==> src/rtl/hex_display_scanner_4digit.sv <==
`default_nettype none
// +--------------------------------------------------------------------------+
// | hex_display_scanner_4digit: multiplexed 4-digit common-anode hex display   |
// | scanner. Optional macro LEADING_ZERO_BLANK_EN suppresses leading zeros.    |
// | Revision: 1.0                                                              |
// +--------------------------------------------------------------------------+
module hex_display_scanner_4digit #(
  parameter int SCAN_DIV     = 50000,
  parameter int BLANK_CYCLES = 16
) (
  input  logic        qzt_clk,
  input  logic        reset,
  input  logic [15:0] value,
  input  logic [3:0]  dp,
  input  logic        hold,
  output logic [3:0]  an_n,
  output logic [6:0]  seg_n,
  output logic        dp_n,
  output logic        frame_done
);

  localparam int               CNT_W      = (SCAN_DIV > 1) ? $clog2(SCAN_DIV) : 1;
  localparam logic [CNT_W-1:0] C_CNT_LAST = CNT_W'(SCAN_DIV - 1);
  localparam logic [CNT_W-1:0] C_BLANK    = CNT_W'(BLANK_CYCLES);

  logic [CNT_W-1:0] cnt_q, cnt_d;
  logic [1:0]       digit_q, digit_d;
  logic [15:0]      snap_val_q, snap_val_d;
  logic [3:0]       snap_dp_q, snap_dp_d;
  logic [3:0]       an_n_q, an_n_d;
  logic [6:0]       seg_n_q, seg_n_d;
  logic             dp_n_q, dp_n_d;
  logic             frame_done_q, frame_done_d;

  logic             boundary;
  logic             blank_phase;
  logic             suppress;
  logic [3:0]       nibble;

  function automatic logic [6:0] hex_to_seg(input logic [3:0] n);
    logic [6:0] s;
    case (n)
      4'h0: s = 7'h40;
      4'h1: s = 7'h79;
      4'h2: s = 7'h24;
      4'h3: s = 7'h30;
      4'h4: s = 7'h19;
      4'h5: s = 7'h12;
      4'h6: s = 7'h02;
      4'h7: s = 7'h78;
      4'h8: s = 7'h00;
      4'h9: s = 7'h10;
      4'hA: s = 7'h08;
      4'hB: s = 7'h03;
      4'hC: s = 7'h46;
      4'hD: s = 7'h21;
      4'hE: s = 7'h06;
      default: s = 7'h0E;
    endcase
    return s;
  endfunction

  always_comb begin
    cnt_d        = cnt_q;
    digit_d      = digit_q;
    snap_val_d   = snap_val_q;
    snap_dp_d    = snap_dp_q;
    an_n_d       = 4'b1111;
    seg_n_d      = 7'h7F;
    dp_n_d       = 1'b1;
    boundary     = (cnt_q == C_CNT_LAST) && (digit_q == 2'd3);
    blank_phase  = (cnt_q < C_BLANK);
    nibble       = snap_val_q[{digit_q, 2'b00} +: 4];
    suppress     = 1'b0;
    frame_done_d = boundary;

    if (cnt_q == C_CNT_LAST) begin
      cnt_d   = '0;
      digit_d = digit_q + 2'd1;
    end else begin
      cnt_d   = cnt_q + CNT_W'(1);
    end

    // Snapshot only at the frame boundary so a frame is never torn
    if (boundary && !hold) begin
      snap_val_d = value;
      snap_dp_d  = dp;
    end

`ifdef LEADING_ZERO_BLANK_EN
    case (digit_q)
      2'd1:    suppress = (snap_val_q[15:4]  == 12'h000) && !snap_dp_q[1];
      2'd2:    suppress = (snap_val_q[15:8]  == 8'h00)   && !snap_dp_q[2];
      2'd3:    suppress = (snap_val_q[15:12] == 4'h0)    && !snap_dp_q[3];
      default: suppress = 1'b0;
    endcase
`else
    suppress = 1'b0;
`endif

    if (!blank_phase && !suppress) begin
      an_n_d  = ~(4'b0001 << digit_q);
      seg_n_d = hex_to_seg(nibble);
      dp_n_d  = ~snap_dp_q[digit_q];
    end
  end

  always_ff @(posedge qzt_clk) begin
    if (reset) begin
      cnt_q        <= '0;
      digit_q      <= 2'd0;
      snap_val_q   <= 16'h0000;
      snap_dp_q    <= 4'h0;
      an_n_q       <= 4'b1111;
      seg_n_q      <= 7'h7F;
      dp_n_q       <= 1'b1;
      frame_done_q <= 1'b0;
    end else begin
      cnt_q        <= cnt_d;
      digit_q      <= digit_d;
      snap_val_q   <= snap_val_d;
      snap_dp_q    <= snap_dp_d;
      an_n_q       <= an_n_d;
      seg_n_q      <= seg_n_d;
      dp_n_q       <= dp_n_d;
      frame_done_q <= frame_done_d;
    end
  end

  assign an_n       = an_n_q;
  assign seg_n      = seg_n_q;
  assign dp_n       = dp_n_q;
  assign frame_done = frame_done_q;

endmodule
`default_nettype wire
==> config.mk <==
export PLATFORM = sky130hd
export DESIGN_NAME = hex_display_scanner_4digit
export DESIGN_NICKNAME = d
export VERILOG_FILES = /design/src/rtl/hex_display_scanner_4digit.sv
export SDC_FILE = /design/constraint.sdc
export NUM_CORES = 1
export LEC_CHECK = 0
export ABC_AREA = 1
export BUFFER_PORTS_ARGS = -buffer_cell sky130_fd_sc_hd__buf_2
export CAP_MARGIN = 20
export CORE_ASPECT_RATIO = 0.5
export CORE_MARGIN = 5
export CORE_UTILIZATION = 51
export DETAILED_ROUTE_END_ITERATION = 8
export PLACE_DENSITY = 0.75
export SLEW_MARGIN = 20
export SYNTH_ARGS = -nofsm -noshare
export SYNTH_HDL_FRONTEND = slang
export SYNTH_SLANG_ARGS = --single-unit
==> constraint.sdc <==
create_clock -name qzt_clk -period 1.6 [get_ports qzt_clk]
set_clock_uncertainty 0.2 [all_clocks]
set_input_delay 0.16 -clock qzt_clk [delete_from_list [all_inputs] [get_ports qzt_clk]]
set_output_delay 0.16 -clock qzt_clk [all_outputs]
set_load 0.01 [all_outputs]
; After elaboration in Yosys (flattened, before gate mapping)
; Memory sizes are Yosys's and may differ from the RTL's. A register that Yosys moved wholly into a read port is not among the register bits.
; Index checks and enable logic that the tools add are counted.
[word_totals]
word_cells = 25
input_bits = 23
latchBits = 0
n_memories = 1
register_bits = 44
rom_bits = 112
output_inout_bits = 13
ramBits = 0
[mem_list]
columns = memory, words, width, read_ports, rd_clocked_by_memory_dff, write_ports, line_no
row1 = (name not given), 16, 7, 1, 1, 0, 42  ; case (n)
[classes]
reduce_logical = 5
n_addsub = 2
n_eq_ne = 2
n_shift = 2
magnitude_cmp = 2
mul = 0
div_mod_pow = 0
bitwise = 2
n_mux = 2
[ops]
columns = operator, n
row1 = 16-bit by 1-bit adder with 16-bit output (second input constant), 1
row2 = 16-bit == test (second input constant), 1
row3 = 16-bit by 5-bit less-than comparator with 1-bit output (second input constant), 1
row4 = 16-bit by 5-bit variable part select with 4-bit output, 1
row5 = 4-bit NOT, 1
row6 = 2-bit OR reduction, 2
row7 = 1-bit by 2-bit left shift with 4-bit output (first input constant), 1
row8 = 2-bit by 3-bit less-than comparator with 1-bit output (second input constant), 1
row9 = 2-bit by 1-bit adder with 2-bit output (second input constant), 1
row10 = 1-bit binary-select mux with 2-bit select, 1
row11 = 2-bit == test (second input constant), 1
row12 = 1-bit logical AND, 2
row13 = 1-bit logical NOT, 1
row14 = 1-bit 2-to-1 mux, 1
row15 = 1-bit NOT, 1

; Logic depth before layout (Yosys ltp)
[logic_depth]
word_depth = 3
depth_mapped = 12
mapped_depth_nobuf = 11

; Worst setup path after synthesis
; No wires, ideal clock.
[synth_path]
kind = flip-flop to flip-flop
startpoint = register digit_q[0]
endpoint = register seg_n_q[3] (netlist: seg_n[3])
required_time_ns = 1.281
n_path_buf = 1
arrival_time_ns = 1.430
synth_period_minus_slack_ns = 1.749
setup_time_ns = 0.119
path_stages_with_launch = 12
setup_slack_ns = -0.149
path_cell_list = dfxtp_1 inv_1 buf_4 nand2_1 nand3_1 nand2_1 inv_1 ha_1 nand3_1 nand3_1 o21ai_0 nand2_1
[synth_between]
elab_chain_len = 1
[synth_rtl]
columns = element, line_no
row1 = from (decl), 27  ; logic [1:0] digit_q, digit_d;
row2 = from (signal assigned), 120  ; digit_q <= digit_d;
row3 = 16-bit by 5-bit variable part select with 4-bit output, 73  ; nibble = snap_val_q[{digit_q, 2'b00} +: 4];
row4 = to (decl), 31  ; logic [6:0] seg_n_q, seg_n_d;
; No other way between the ends.
; A chain may end at the register's enable or synchronous reset.

; Worst setup path after layout
[layout_path]
startpoint = register digit_q[0]
endpoint = register seg_n_q[2] (netlist: seg_n[2])
; Same word-level chain as after synthesis.

==> reports/metrics.csv <==
stage;metric;value;unit
outcome;status;finished, violations left;
outcome;failing checks;setup timing;
clock_tree;CTS buffer count;5;
layout;multi-input logic area;1640;sq um
drt;Total Wirelength;8.63;mm
sta;max_slew headroom;71.4;%
global_route;gr ovfl total;0;
clock_tree;clock root buffer;clkbuf_8;
drt;vias;2855;
placement;RePlAce Congestion;0.829;
yosys;Synth Register Bits;51;
layout;Storage cell area;1040;sq um
worst_setup_path;r2r startpoint;digit_q[0];
worst_setup_path;crit path cell chain;buf_4 > nand2_1 > nand3_1 > nand2_4 > inv_1 > nand2_1 > nand2_1 > nand2_1;
global_route;first-pass GRT wire length;11.1;mm
clock_tree;clock sink count;51;
layout;most common cell after layout, fill and taps aside;nand2_1;
global_route;largest net degree at the start of global routing;41;
yosys;count of cell types in the netlist;26;
sta;Tmin final;1.79;ns
layout;most frequent cells in the layout;80 x nand2_1, 65 x nor2_1, 41 x dfxtp_1;
sta;max-slew violation count;0;
sta;Min Hold Slack;0.260;ns
sta;Final Cycle Share;112;%
worst_setup_path;CP Class;reg2reg;
drt;average vias per placed instance;5.38;
layout;final instance count without filler cells;531;
sta;Final setup viols;30;
layout;ant diodes;0;
yosys;yosys warns;0;
worst_setup_path;slowest stage cell, crit path;dfxtp_4;
worst_setup_path;CP max FO;9;
power;Tot Pwr;2.49;mW
layout;FILL cells;262;
worst_setup_path;flop2flop setup slack;-0.19;ns
global_route;initial antenna violation count;0;
drt;Initial DRT Pass Iterations;6;
worst_setup_path;reg-to-reg endpoint;seg_n[2];
layout;final core occ;79.9;%
global_route;Global Route Usage Sum;21.5;%
worst_setup_path;critical path's top delay family;simple AND/OR/NAND/NOR gates;
yosys;Mean Syn Cell Area;6.80;sq um
yosys;Cells after Synth;368;
layout;nets;494;
global_route;vias in the first global route;2582;
floorplanning;Starting Density;51.7;%
clock_tree;latest clock arrival within the worst-skew pair;0.33;ns
drt;initial DRC count;263;
clock_tree;Clock Path Buffers;2;
floorplanning;num ports;36;
sta;setup tns final;-2.56;ns
yosys;post-synthesis instance area;2500;sq um
hold_path;worst hold endpoint;snap_val_q[4];
clock_tree;CTS tree;done;
placement;Detailed Place HPWL;4.13;mm
sta;Max Freq;0.559;GHz
power;Worst VDD drop;0.528;mV
drt;DRC violations left;0;
drt;routed len/inst;16.2;microns
layout;share of layout cells above drive strength 1;35.4;%
layout;Syn-to-layout area delta;54.8;%
power;Power Density;643;nW/um^2
worst_setup_path;Startpoint Class;flip-flop;
power;leak pwr;1.73;nW
worst_setup_path;R2R cell count;8;
hold_path;Hold Crit Start;hold;
yosys;Seq/Total Area, Yosys;40.8;%
floorplanning;Die ar.;6490;sq um
drt;Final ANT Viol Nets;0;
worst_setup_path;worst endpoint required time;1.58;ns
floorplanning;core box area;4840;sq um
floorplanning;Cell Rows;18;
worst_setup_path;critical path arrival;1.77;ns
clock_tree;depth of the CTS H-tree;2;
hold_path;worst hold stages;7;
placement;# placed instances;490;
placement;port bufs;35;
sta;final hold violations;0;
sta;RSZ-0062 raised after global routing;true;
clock_tree;Clock transition at path regs;0.12;ns
worst_setup_path;CP endpoint kind;flip-flop;
sta;worst-margin pin slew;0.428;ns
sta;crit path setup slack, layout;-0.187;ns
worst_setup_path;crit path buf inv count;2;
yosys;syn nets;402;
floorplanning;DIE HEIGHT;59.5;microns
hold_path;worst min path class;in2reg;
worst_setup_path;slowest stage delay, CP;0.46;ns
run;Max-Cap Viols;0;
worst_setup_path;most used cell, CP;nand2_1;
floorplanning;Die X;109;microns
==> kinds of logic (layout without fill, tap and decap cells) <==
group           Yosys count  after routing  share of synthesized area (%)
compound gates           19             19                           3.90
xor+xnor                  6              6                           2.10
fa+ha+maj                11             11                           5.50
buf+inv                  56            148                           9.50
flops                    51             51                           40.8
simple gates            225            226                           38.2
==> sequential cells by signal (all words and copies together), names as in the netlist <==
register / count
cnt_q: 16
seg_n: 7
dp_n: 1
an_n: 4
snap_val_q: 16
snap_dp_q: 4
digit_q: 2
frame_done: 1
==> stage by stage <==
stage          instance area [sq um]  setup WS, ns
2_1_floorplan                   2520       0.00245
3_3_place_gp                    2940       -0.0106
3_5_place_dp                    2940       -0.0880
4_1_cts                         3440       0.00760
5_1_grt                         3870        -0.243
6_report                        3870        -0.187
==> power by group <==
group | leakage, nW | internal [mW] | switching, mW
Combinational | 1.25 | 0.0701 | 0.0431
Sequential | 0.417 | 1.27 | 0.00700
Clock | 0.0644 | 0.624 | 0.472
==> final cells by class <==
cell class              count  share of cell area (%)
multi-input cells         262                    42.3
flip-flops and latches     51                    26.8
repair buffers             94                    20.0
inverters                  46                    5.17
well taps                  70                    2.26
clock buffers               5                    1.78
clock inverters             3                    1.75
==> metal layers <==
layer  up-vias  GRT usage, %  wire length, microns
li1       1313             -                     -
met1      1333          23.9                  3470
met2       170          40.4                  4250
met3        39          4.57                   557
met4         0          9.35                   350
met5         -             0                     0
==> cells in the mapped netlist, drive strengths merged <==
| master | n | area, sq um |
|---|---|---|
| nand2 | 112 | 430 |
| nor2 | 72 | 285 |
| dfxtp | 51 | 1020 |
| inv | 44 | 165 |
| nand3 | 31 | 160 |
| ha | 11 | 138 |
| a21oi | 10 | 50.1 |
| buf | 8 | 57.6 |
| o21ai | 8 | 40.0 |
| xor2 | 5 | 43.8 |
| nand4 | 4 | 40.0 |
| clkbuf | 2 | 7.51 |
| clkinv | 2 | 7.51 |
| nor3 | 2 | 10.0 |
| nor3b | 2 | 15.0 |
| nand3b | 1 | 7.51 |
| o211ai | 1 | 7.51 |
| or2 | 1 | 6.26 |
| xnor2 | 1 | 8.76 |
==> worst max path at each step <==
stage | start | endpoint | slack [ns] | cells past startpoint
floorplan | digit_q[0] | seg_n[3] | 0.002 | 8
global placement | cnt_q[0] | snap_val_q[1] | -0.01 | 7
detailed placement | digit_q[0] | seg_n[6] | -0.09 | 10
CTS | digit_q[0] | seg_n[2] | 0.008 | 10
global route | digit_q[0] | seg_n[2] | -0.24 | 8
finish | digit_q[0] | seg_n[2] | -0.19 | 8
==> worst reg2reg max path: cells and delay by family, from the launching register on <==
kind	cells	cell delay [ns]
buffers and inverters	2	0.38
flip-flops	1	0.46
AND/OR/NAND/NOR	6	0.59
==> timing repair <==
action	in CTS	in global routing
gates resized for setup	31	84
pin swaps	5	25
gates cloned	0	4
hold buffers	21	0
setup buffers	4	4
endpoints found under the hold margin	21	0
endpoints found under the setup margin	30	46
No activity file was read; power rests on OpenSTA's default activity.
